==> config.mk <==
export PLATFORM = sky130hd
export DESIGN_NAME = vga_timing_ctrl
export DESIGN_NICKNAME = d
export VERILOG_FILES = /design/src/rtl/vga_pkg.sv /design/src/rtl/vga_sync_delay.sv /design/src/rtl/vga_timing_ctrl.sv
export SDC_FILE = /design/constraint.sdc
export NUM_CORES = 1
export LEC_CHECK = 0
export BUFFER_PORTS_ARGS = -buffer_cell sky130_fd_sc_hd__buf_2
export CELL_PAD_IN_SITES_DETAIL_PLACEMENT = 1
export CELL_PAD_IN_SITES_GLOBAL_PLACEMENT = 2
export CORE_MARGIN = 4
export CORE_UTILIZATION = 35
export CTS_CLUSTER_DIAMETER = 150
export CTS_CLUSTER_SIZE = 14
export DETAILED_ROUTE_END_ITERATION = 8
export PLACE_DENSITY = 0.89
export SYNTH_ARGS = -nofsm -noshare
export SYNTH_HDL_FRONTEND = slang
export SYNTH_HIERARCHICAL = 1
export SYNTH_SLANG_ARGS = --single-unit
==> constraint.sdc <==
create_clock -name clk -period 3.3 [get_ports clk]
set_input_delay 0.99 -clock clk [delete_from_list [all_inputs] [get_ports clk]]
set_output_delay 0.99 -clock clk [all_outputs]
set_load 0.02 [all_outputs]
==> src/rtl/vga_pkg.sv <==
// Shared VGA timing defaults, sync-bundle type and the renderer's BGR nibble split.
package vga_pkg;

  localparam int DEF_H_ACTIVE = 640;
  localparam int DEF_H_FP     = 16;
  localparam int DEF_H_SYNC   = 96;
  localparam int DEF_H_BP     = 48;
  localparam int DEF_H_TOTAL  = DEF_H_ACTIVE + DEF_H_FP + DEF_H_SYNC + DEF_H_BP;

  localparam int DEF_V_ACTIVE = 480;
  localparam int DEF_V_FP     = 10;
  localparam int DEF_V_SYNC   = 2;
  localparam int DEF_V_BP     = 33;
  localparam int DEF_V_TOTAL  = DEF_V_ACTIVE + DEF_V_FP + DEF_V_SYNC + DEF_V_BP;

  localparam logic DEF_SYNC_POL = 1'b0;

  typedef struct packed {
    logic hs;
    logic vs;
    logic de;
  } sync_t;

  // Renderer packs {b,g,r}; the pins want them in {r,g,b} order.
  function automatic logic [11:0] bgr_split(input logic [11:0] bgr);
    return {bgr[3:0], bgr[7:4], bgr[11:8]};
  endfunction

endpackage

==> src/rtl/vga_sync_delay.sv <==
// Tick-enabled shift register that delays {hsync, vsync, de} to match the renderer latency.
module vga_sync_delay
  import vga_pkg::*;
#(
  parameter int   DEPTH    = 1,
  parameter logic SYNC_POL = DEF_SYNC_POL
) (
  input  logic       clk,
  input  logic       rst_n,
  input  logic       tick,
  input  logic [2:0] sync_in,
  output logic [2:0] sync_out
);

  localparam logic [2:0] IDLE = {~SYNC_POL, ~SYNC_POL, 1'b0};

  logic [2:0] stage [DEPTH];

  // NOTE: every stage is reset here on purpose -- a few flops, and stale
  // de/sync bits would otherwise leak onto the pins after reset.
  always_ff @(posedge clk or negedge rst_n) begin
    if (!rst_n) begin
      for (int i = 0; i < DEPTH; i++) stage[i] <= IDLE;
    end else if (tick) begin
      stage[0] <= sync_in;
      for (int i = 1; i < DEPTH; i++) stage[i] <= stage[i-1];
    end
  end

  assign sync_out = stage[DEPTH-1];

endmodule

==> src/rtl/vga_timing_ctrl.sv <==
// 640x480@60 VGA timing source: pixel-tick divider, raster counters, renderer
// latency alignment and the once-per-frame vertical-blank pulse.
module vga_timing_ctrl
  import vga_pkg::*;
#(
  parameter int   CLK_DIV  = 4,
  parameter int   H_ACTIVE = DEF_H_ACTIVE,
  parameter int   H_FP     = DEF_H_FP,
  parameter int   H_SYNC   = DEF_H_SYNC,
  parameter int   H_BP     = DEF_H_BP,
  parameter int   V_ACTIVE = DEF_V_ACTIVE,
  parameter int   V_FP     = DEF_V_FP,
  parameter int   V_SYNC   = DEF_V_SYNC,
  parameter int   V_BP     = DEF_V_BP,
  parameter int   PIPE_LAT = 1,
  parameter logic SYNC_POL = DEF_SYNC_POL
) (
  input  logic        clk,
  input  logic        rst_n,
  input  logic [11:0] rgb_in,
  output logic [9:0]  pix_x,
  output logic [8:0]  pix_y,
  output logic        pix_valid,
  output logic        frame_start,
  output logic        hsync,
  output logic        vsync,
  output logic [3:0]  vga_r,
  output logic [3:0]  vga_g,
  output logic [3:0]  vga_b
);

  localparam int H_TOTAL = H_ACTIVE + H_FP + H_SYNC + H_BP;
  localparam int V_TOTAL = V_ACTIVE + V_FP + V_SYNC + V_BP;
  localparam int DIV_W   = (CLK_DIV > 1) ? $clog2(CLK_DIV) : 1;

  localparam logic [DIV_W-1:0] DIV_LAST = DIV_W'(CLK_DIV - 1);
  localparam logic [9:0] H_LAST     = 10'(H_TOTAL - 1);
  localparam logic [9:0] V_LAST     = 10'(V_TOTAL - 1);
  localparam logic [9:0] H_ACT      = 10'(H_ACTIVE);
  localparam logic [9:0] V_ACT      = 10'(V_ACTIVE);
  localparam logic [9:0] V_ACT_LAST = 10'(V_ACTIVE - 1);
  localparam logic [9:0] HS_BEG     = 10'(H_ACTIVE + H_FP);
  localparam logic [9:0] HS_END     = 10'(H_ACTIVE + H_FP + H_SYNC);
  localparam logic [9:0] VS_BEG     = 10'(V_ACTIVE + V_FP);
  localparam logic [9:0] VS_END     = 10'(V_ACTIVE + V_FP + V_SYNC);

  logic [DIV_W-1:0] div_cnt;
  logic             tick;
  logic [9:0]       h_cnt;
  logic [9:0]       v_cnt;
  logic             line_end;
  sync_t            raw;
  logic [2:0]       delayed;
  sync_t            dly;

  assign tick     = (div_cnt == DIV_LAST);
  assign line_end = (h_cnt == H_LAST);

  // NOTE: sequential state uses non-blocking assignments so every flop
  // samples pre-edge values, regardless of block ordering.
  always_ff @(posedge clk or negedge rst_n) begin
    if (!rst_n) div_cnt <= '0;
    else        div_cnt <= tick ? '0 : div_cnt + 1'b1;
  end

  always_ff @(posedge clk or negedge rst_n) begin
    if (!rst_n) begin
      h_cnt <= '0;
      v_cnt <= '0;
    end else if (tick) begin
      if (line_end) begin
        h_cnt <= '0;
        v_cnt <= (v_cnt == V_LAST) ? '0 : v_cnt + 1'b1;
      end else begin
        h_cnt <= h_cnt + 1'b1;
      end
    end
  end

  // Registered so it rises on the first tick of vertical blank, one clk wide.
  always_ff @(posedge clk or negedge rst_n) begin
    if (!rst_n) frame_start <= 1'b0;
    else        frame_start <= tick && line_end && (v_cnt == V_ACT_LAST);
  end

  // NOTE: defaults come first so no path through this block infers a latch.
  always_comb begin
    raw.hs = ~SYNC_POL;
    raw.vs = ~SYNC_POL;
    raw.de = 1'b0;
    if (h_cnt >= HS_BEG && h_cnt < HS_END) raw.hs = SYNC_POL;
    if (v_cnt >= VS_BEG && v_cnt < VS_END) raw.vs = SYNC_POL;
    if (h_cnt < H_ACT && v_cnt < V_ACT)    raw.de = 1'b1;
  end

  assign pix_valid = raw.de;
  assign pix_x     = raw.de ? h_cnt : '0;
  assign pix_y     = raw.de ? v_cnt[8:0] : '0;

  generate
    if (PIPE_LAT == 0) begin : g_no_delay
      assign delayed = raw;
    end else begin : g_delay
      vga_sync_delay #(
        .DEPTH    (PIPE_LAT),
        .SYNC_POL (SYNC_POL)
      ) u_sync_delay (
        .clk      (clk),
        .rst_n    (rst_n),
        .tick     (tick),
        .sync_in  (raw),
        .sync_out (delayed)
      );
    end
  endgenerate

  assign dly = sync_t'(delayed);

  // Output register: rgb_in arrives on the same tick as its delayed de.
  always_ff @(posedge clk or negedge rst_n) begin
    if (!rst_n) begin
      hsync <= ~SYNC_POL;
      vsync <= ~SYNC_POL;
      {vga_r, vga_g, vga_b} <= '0;
    end else if (tick) begin
      hsync <= dly.hs;
      vsync <= dly.vs;
      {vga_r, vga_g, vga_b} <= dly.de ? bgr_split(rgb_in) : 12'h000;
    end
  end

endmodule

==> impl_metrics.csv, run 1 <==
group,metric,value,unit
grt,grt_pass1_vias,1654,
timing,timing.fmax,350.8,MHz
cts,cts.sinks,40,
pwr,p_leak,1.133,nW
floorplan,ios,49,
routing,routed_wl,4.712,mm
grt,grt_first_pass_wirelength,8.038,mm
floorplan,die_h,84.66,µm
timing,fin_tns_setup,0,ps
timing,finClkSkew,4.458,ps
synth,ys_ff_latch,40,
synth,yosysTopAreaCell,"dfrtp_1",
placed_design,gp_congestion,0.7508,
synth,ys_warn_count,6,
grt,grt.overflow.total,0,
synth,synthTopCellsByArea,"dfrtp_1 (44%), dfstp_2 (5.1%), o21ai_0 (5.1%), nand3_1 (4.1%), and2_1 (4.0%)",
synth,synth_common_cells,"dfrtp_1 (36), o21ai_0 (21), inv_1 (18)",
floorplan,die_area,0.007167,mm²
critical_path,crit_path_max_fanout,16,
timing,period_share,86.39,%
worst_hold_path,worstHoldPathType,"register to register",
critical_path,crit_path_start_kind,"register",
synth,synth.most_common_cell,"dfrtp_1",
routing,drt_iter0_drc,64,
cts,cts_tree,"built",
cts,ctsHoldBuffers,0,
floorplan,die_x,84.66,µm
synth,synthFlopType,"dfrtp_1",
final_layout,syn2layout_area_growth,16.91,%
timing,holdWs,440.2,ps
floorplan,fp-row-count,27,
timing,setup_viol,0,
final_layout,n_antenna_cell,0,
final_layout,drive_gt1_share,29.37,%
synth,syn_inst,206,
job,max_cap_viol_count,0,
final_layout,utilization,42.88,%
final_layout,fillers,672,
cts,cts_setup_buffers,0,
cts,cts_buffer_depth,2,
grt,grt_antenna_before_repair,0,
final_layout,multi_input_area,900.9,µm²
critical_path,worstPathArrival,1860,ps
pwr,vdd_drop_max,0.0001544,V
timing,fin_crit,2851,ps
timing,fin_ws,449.0,ps
synth,yosysTopAreaCellShare,43.80,%
grt,grt_max_degree,41,
placed_design,place_area,0.002320,mm²
critical_path,crit_path_end_kind,"output pin",
synth,synth_cell_types,38,
synth,syn_area_per_cell,9.985,µm²
routing,via_count,1652,
synth,synth_nets,226,
pwr,power_density,356.4,mW/mm²
timing,rsz0062_at_grt,"no",
final_layout,finalInstanceArea,0.002405,mm²
timing,worst_slew_pin_slew,899.6,ps
routing,drc,0,
grt,gr-usage-all-layers,13.76,%
cts,clk_pin_slew,80,ps
timing,slew_headroom,40.02,%
final_layout,seq_area,0.001006,mm²
cts,worstSkewPairLatency,290,ps
routing,wl_per_cell,14.54,µm
critical_path,crit_type,"register to output pin",
synth,synth.cell_area,0.002057,mm²
cts,cts_resized,0,
status,status,"finished clean",
placed_design,hpwl,3.366,mm
timing,maxSlewViolCount,0,
synth,async_reset_ff_share,100.0,%
floorplan,start_util,36.68,%
routing,postRouteAntennaNets,0,
placed_design,post-place-ws,796.0,ps
placed_design,portBuffers,48,
routing,viasPerCell,5.099,
cts,cts_buffers,5,
final_layout,nets,271,
synth,ys_seq_area_share,48.91,%
timing,hold_viol_final,0,
routing,first_pass_iters,4,
cts,h-tree-depth,2,
synth,synth_edf_count,0,
cts,root_buffer,"clkbuf_8",
critical_path,required,2310,ps
floorplan,core,0.005608,mm²
## power by group
group / leakage (nW) / switching (mW) / internal (mW)
combinational: 0.594 / 0.0269 / 0.0128
sequential: 0.498 / 0.00356 / 0.497
clock: 0.0412 / 0.169 / 0.148
total: 1.13 / 0.199 / 0.658
## critical path, stage by stage, from the launching register on
cell     delay [ps]
dfrtp_1         480
o21ai_0         260
nand2_1         190
nor2_1          120
buf_4           210
and2_1          140
buf_2           170
## state kept, by name, indices dropped and copies added, names as in the netlist
register and count:
h_cnt 10, v_cnt 10, vga_b 4, vga_g 4, vga_r 4, g_delay.u_sync_delay/sync_out 3, div_cnt 2, frame_start 1
hsync 1, vsync 1
## cell usage in the layout, fill, tap and decap left out, drive strengths merged
master,instances
and3,4
nor4,1
a22o,6
nor2,11
clkinvlp,1
a32o,1
inv,18
nor2b,4
clkbuf,6
buf,50
or4,1
xnor2,6
xor2,2
dfrtp,36
ha,6
a21boi,1
nor3,11
nand2b,1
and2,14
mux2i,1
o21ai,21
nor4b,1
nand4,7
o22ai,1
clkinv,1
dfstp,4
mux2,7
nand3,17
and4,2
o31ai,1
nand2,8
and4b,1
## area by class of cell
type                    instances  share of cell area [%]
clock buffers                   6                   3.018
repair buffers                 50                   10.61
inverters                      18                   2.810
multi-input cells             136                   37.46
flip-flops and latches         40                   41.83
well taps                      72                   3.746
clock inverters                 2                  0.5203
## per-stage QoR
step	power (mW)	instances
after detailed placement	0.5523	316
final	0.8571	324
after CTS	0.8759	324
after floorplan	0.5250	206
after global routing	0.9048	324
after global placement	0.5516	316
## layer usage
layer / GRT usage [%] / up-vias / wire length (µm)
li1: - / 797 / -
met2: 21.78 / 26 / 2277
met3: 2.650 / 6 / 134
met5: 0 / - / 0
met4: 4.604 / 0 / 64
met1: 18.86 / 823 / 2236
## worst paths after layout
check | startpoint | endpoint | slack, ps | depth (start not counted)
min in group asynchronous | rst_n | v_cnt[5]$_DFFE_PN0P_ | 830 | 1
setup / recovery | h_cnt[8]$_DFFE_PN0P_ | pix_x[2] | 450 | 6
setup reg to reg | h_cnt[5]$_DFFE_PN0P_ | v_cnt[6]$_DFFE_PN0P_ | 1400 | 4
hold / removal | div_cnt[0]$_DFF_PN0_ | div_cnt[0]$_DFF_PN0_ | 440 | 1
hold reg to reg | div_cnt[0]$_DFF_PN0_ | div_cnt[0]$_DFF_PN0_ | 440 | 1
max in group asynchronous | rst_n | g_delay.u_sync_delay/sync_out[0]$_DFFE_PN0P_ | 1920 | 1
## logic make-up after synthesis
| family | after synthesis | share of synthesized area (%) |
|---|---|---|
| adder cells (fa/ha/maj) | 6 | 3.650 |
| XOR/XNOR | 8 | 3.406 |
| buffers and inverters | 30 | 7.299 |
| flip-flops | 40 | 48.90 |
| AND/OR/NAND/NOR | 83 | 23.24 |
| multiplexers | 8 | 4.318 |
| AO/OA/AOI/OAI | 31 | 9.185 |
(Power assumes the default switching activity.)
==> run 2: changes to the inputs <==
- CORE_MARGIN: 4 -> default
==> run 2 against run 1 <==
Compared with the run above: sequential power about the same; critical path type unchanged; global-route usage increased by 2.5 points; largest cell class unchanged; core utilization up 0.91 points.
==> impl_metrics.csv, run 2 (synthesis results as in run 1) <==
group,metric,value,unit
cts,worstSkewPairLatency,290,ps
final_layout,layout_common_cells,"buf_2 (48), dfrtp_1 (36), o21ai_0 (21)",
final_layout,nets,271,
critical_path,rrSetupSlack,1360,ps
grt,gr-usage-all-layers,16.21,%
worst_hold_path,worstHoldEndpoint,"div_cnt[0]$_DFF_PN0_",
floorplan,ios,49,
critical_path,ff2ff_path_depth,4,
final_layout,drive_gt1_share,29.76,%
critical_path,slowest_delay,480,ps
routing,first_pass_iters,4,
placed_design,post-place-ws,801.1,ps
floorplan,die_area,0.006187,mm²
critical_path,crit_path_start_kind,"register",
grt,grt_antenna_before_repair,0,
grt,grt_max_degree,41,
worst_hold_path,worstHoldPathType,"register to register",
critical_path,worst_path_max_delay_cell,"dfrtp_1",
critical_path,required,2310,ps
routing,drc,0,
floorplan,die_x,78.66,µm
timing,worst_slew_pin_slew,900.4,ps
final_layout,final_common_cell,"buf_2",
critical_path,reg2reg_from,"h_cnt[5]$_DFFE_PN0P_",
cts,cts.sinks,40,
final_layout,fin_cells,324,
grt,grt_first_pass_wirelength,7.686,mm
final_layout,top_regs,"h_cnt: 10 flops, v_cnt: 10 flops",
placed_design,hpwl,3.195,mm
status,status,"finished clean",
routing,routed_wl,4.542,mm
timing,timing.fmax,357.0,MHz
placed_design,dp.cells,316,
grt,grt.overflow.total,0,
routing,drt_iter0_drc,49,
cts,ctsHoldBuffers,0,
floorplan,start_util,36.90,%
critical_path,worst-path-buf-inv,2,
routing,wl_per_cell,14.02,µm
timing,holdWs,430.1,ps
grt,grt_pass1_vias,1588,
cts,cts_tree,"built",
cts,clk_pin_slew,80,ps
worst_hold_path,whs_path_depth,1,
final_layout,syn2layout_area_growth,18.67,%
critical_path,crit_type,"register to output pin",
cts,cts_buffers,5,
timing,finClkSkew,5.380,ps
pwr,p_leak,1.153,nW
timing,slew_headroom,39.97,%
cts,cts_resized,0,
floorplan,core,0.005574,mm²
critical_path,crit_path_max_fanout,16,
pwr,vdd_drop_max,0.0002237,V
timing,hold_viol_final,0,
pwr,p_total,0.9645,mW
critical_path,crit_path_end_kind,"output pin",
timing,setup_viol,0,
cts,root_buffer,"clkbuf_8",
cts,cts_setup_buffers,0,
routing,viasPerCell,4.994,
routing,via_count,1618,
floorplan,fp-row-count,27,
cts,cts_buffer_depth,2,
critical_path,r2r-end,"v_cnt[6]$_DFFE_PN0P_",
timing,period_share,84.89,%
final_layout,n_antenna_cell,0,
timing,rsz0062_at_grt,"no",
worst_hold_path,hold_start,"div_cnt[0]$_DFF_PN0_",
critical_path,worstPathArrival,1810,ps
routing,postRouteAntennaNets,0,
timing,fin_tns_setup,0,ps
timing,fin_ws,498.7,ps
job,max_cap_viol_count,0,
cts,h-tree-depth,2,
critical_path,crit_chain,"o21ai_0, nand2_1, nor2_1, buf_4, and2_1, buf_2",
placed_design,gp_congestion,0.7504,
timing,maxSlewViolCount,0,
critical_path,critPathTopFamily,"flip-flops",
timing,fin_crit,2801,ps
floorplan,die_h,78.66,µm
pwr,power_density,395.1,mW/mm²
placed_design,portBuffers,48,
==> run 2: area by class of cell <==
type                       count  area, µm²
timing repair buffer          50      255.2
multi-input combinational    136      900.9
clock inverter                 2      38.79
clock buffer                   6      82.58
sequential                    40       1006
fill                         655       3133
inverter                      18      67.56
tap                           72      90.09
==> run 2: where the power goes <==
group / internal (mW) / leakage [nW] / total [mW] / switching, mW
clock: 0.247 / 0.0614 / 0.424 / 0.177
sequential: 0.497 / 0.498 / 0.501 / 0.00331
combinational: 0.0128 / 0.594 / 0.0397 / 0.0269
==> run 2: metal layers <==
metal | routed length [µm] | track usage (%)
met1 | 2151 | 21.61
met2 | 2197 | 25.39
met3 | 145 | 3.837
met4 | 48 | 6.111
met5 | 0 | 0
==> run 2: stage by stage <==
| stage | util [%] | instance area, µm² |
|---|---|---|
| after floorplan | - | 2057 |
| after global placement | 41.62 | 2320 |
| after detailed placement | 41.62 | 2320 |
| after CTS | 43.79 | 2441 |
| after global routing | 43.79 | 2441 |
| final | 43.79 | 2441 |
==> run 2: worst max-delay path by stage <==
stage | startpoint | endpoint | slack (ps) | cells past startpoint
6_report | h_cnt[8]$_DFFE_PN0P_ | pix_x[2] | 500 | 6
5_1_grt | h_cnt[8]$_DFFE_PN0P_ | pix_x[2] | 270 | 6
4_1_cts | h_cnt[8]$_DFFE_PN0P_ | pix_x[2] | 470 | 6
3_5_place_dp | h_cnt[8]$_DFFE_PN0P_ | pix_x[2] | 800 | 6
3_3_place_gp | h_cnt[8]$_DFFE_PN0P_ | pix_y[2] | 800 | 6
2_1_floorplan | v_cnt[5]$_DFFE_PN0P_ | pix_x[6] | 710 | 6
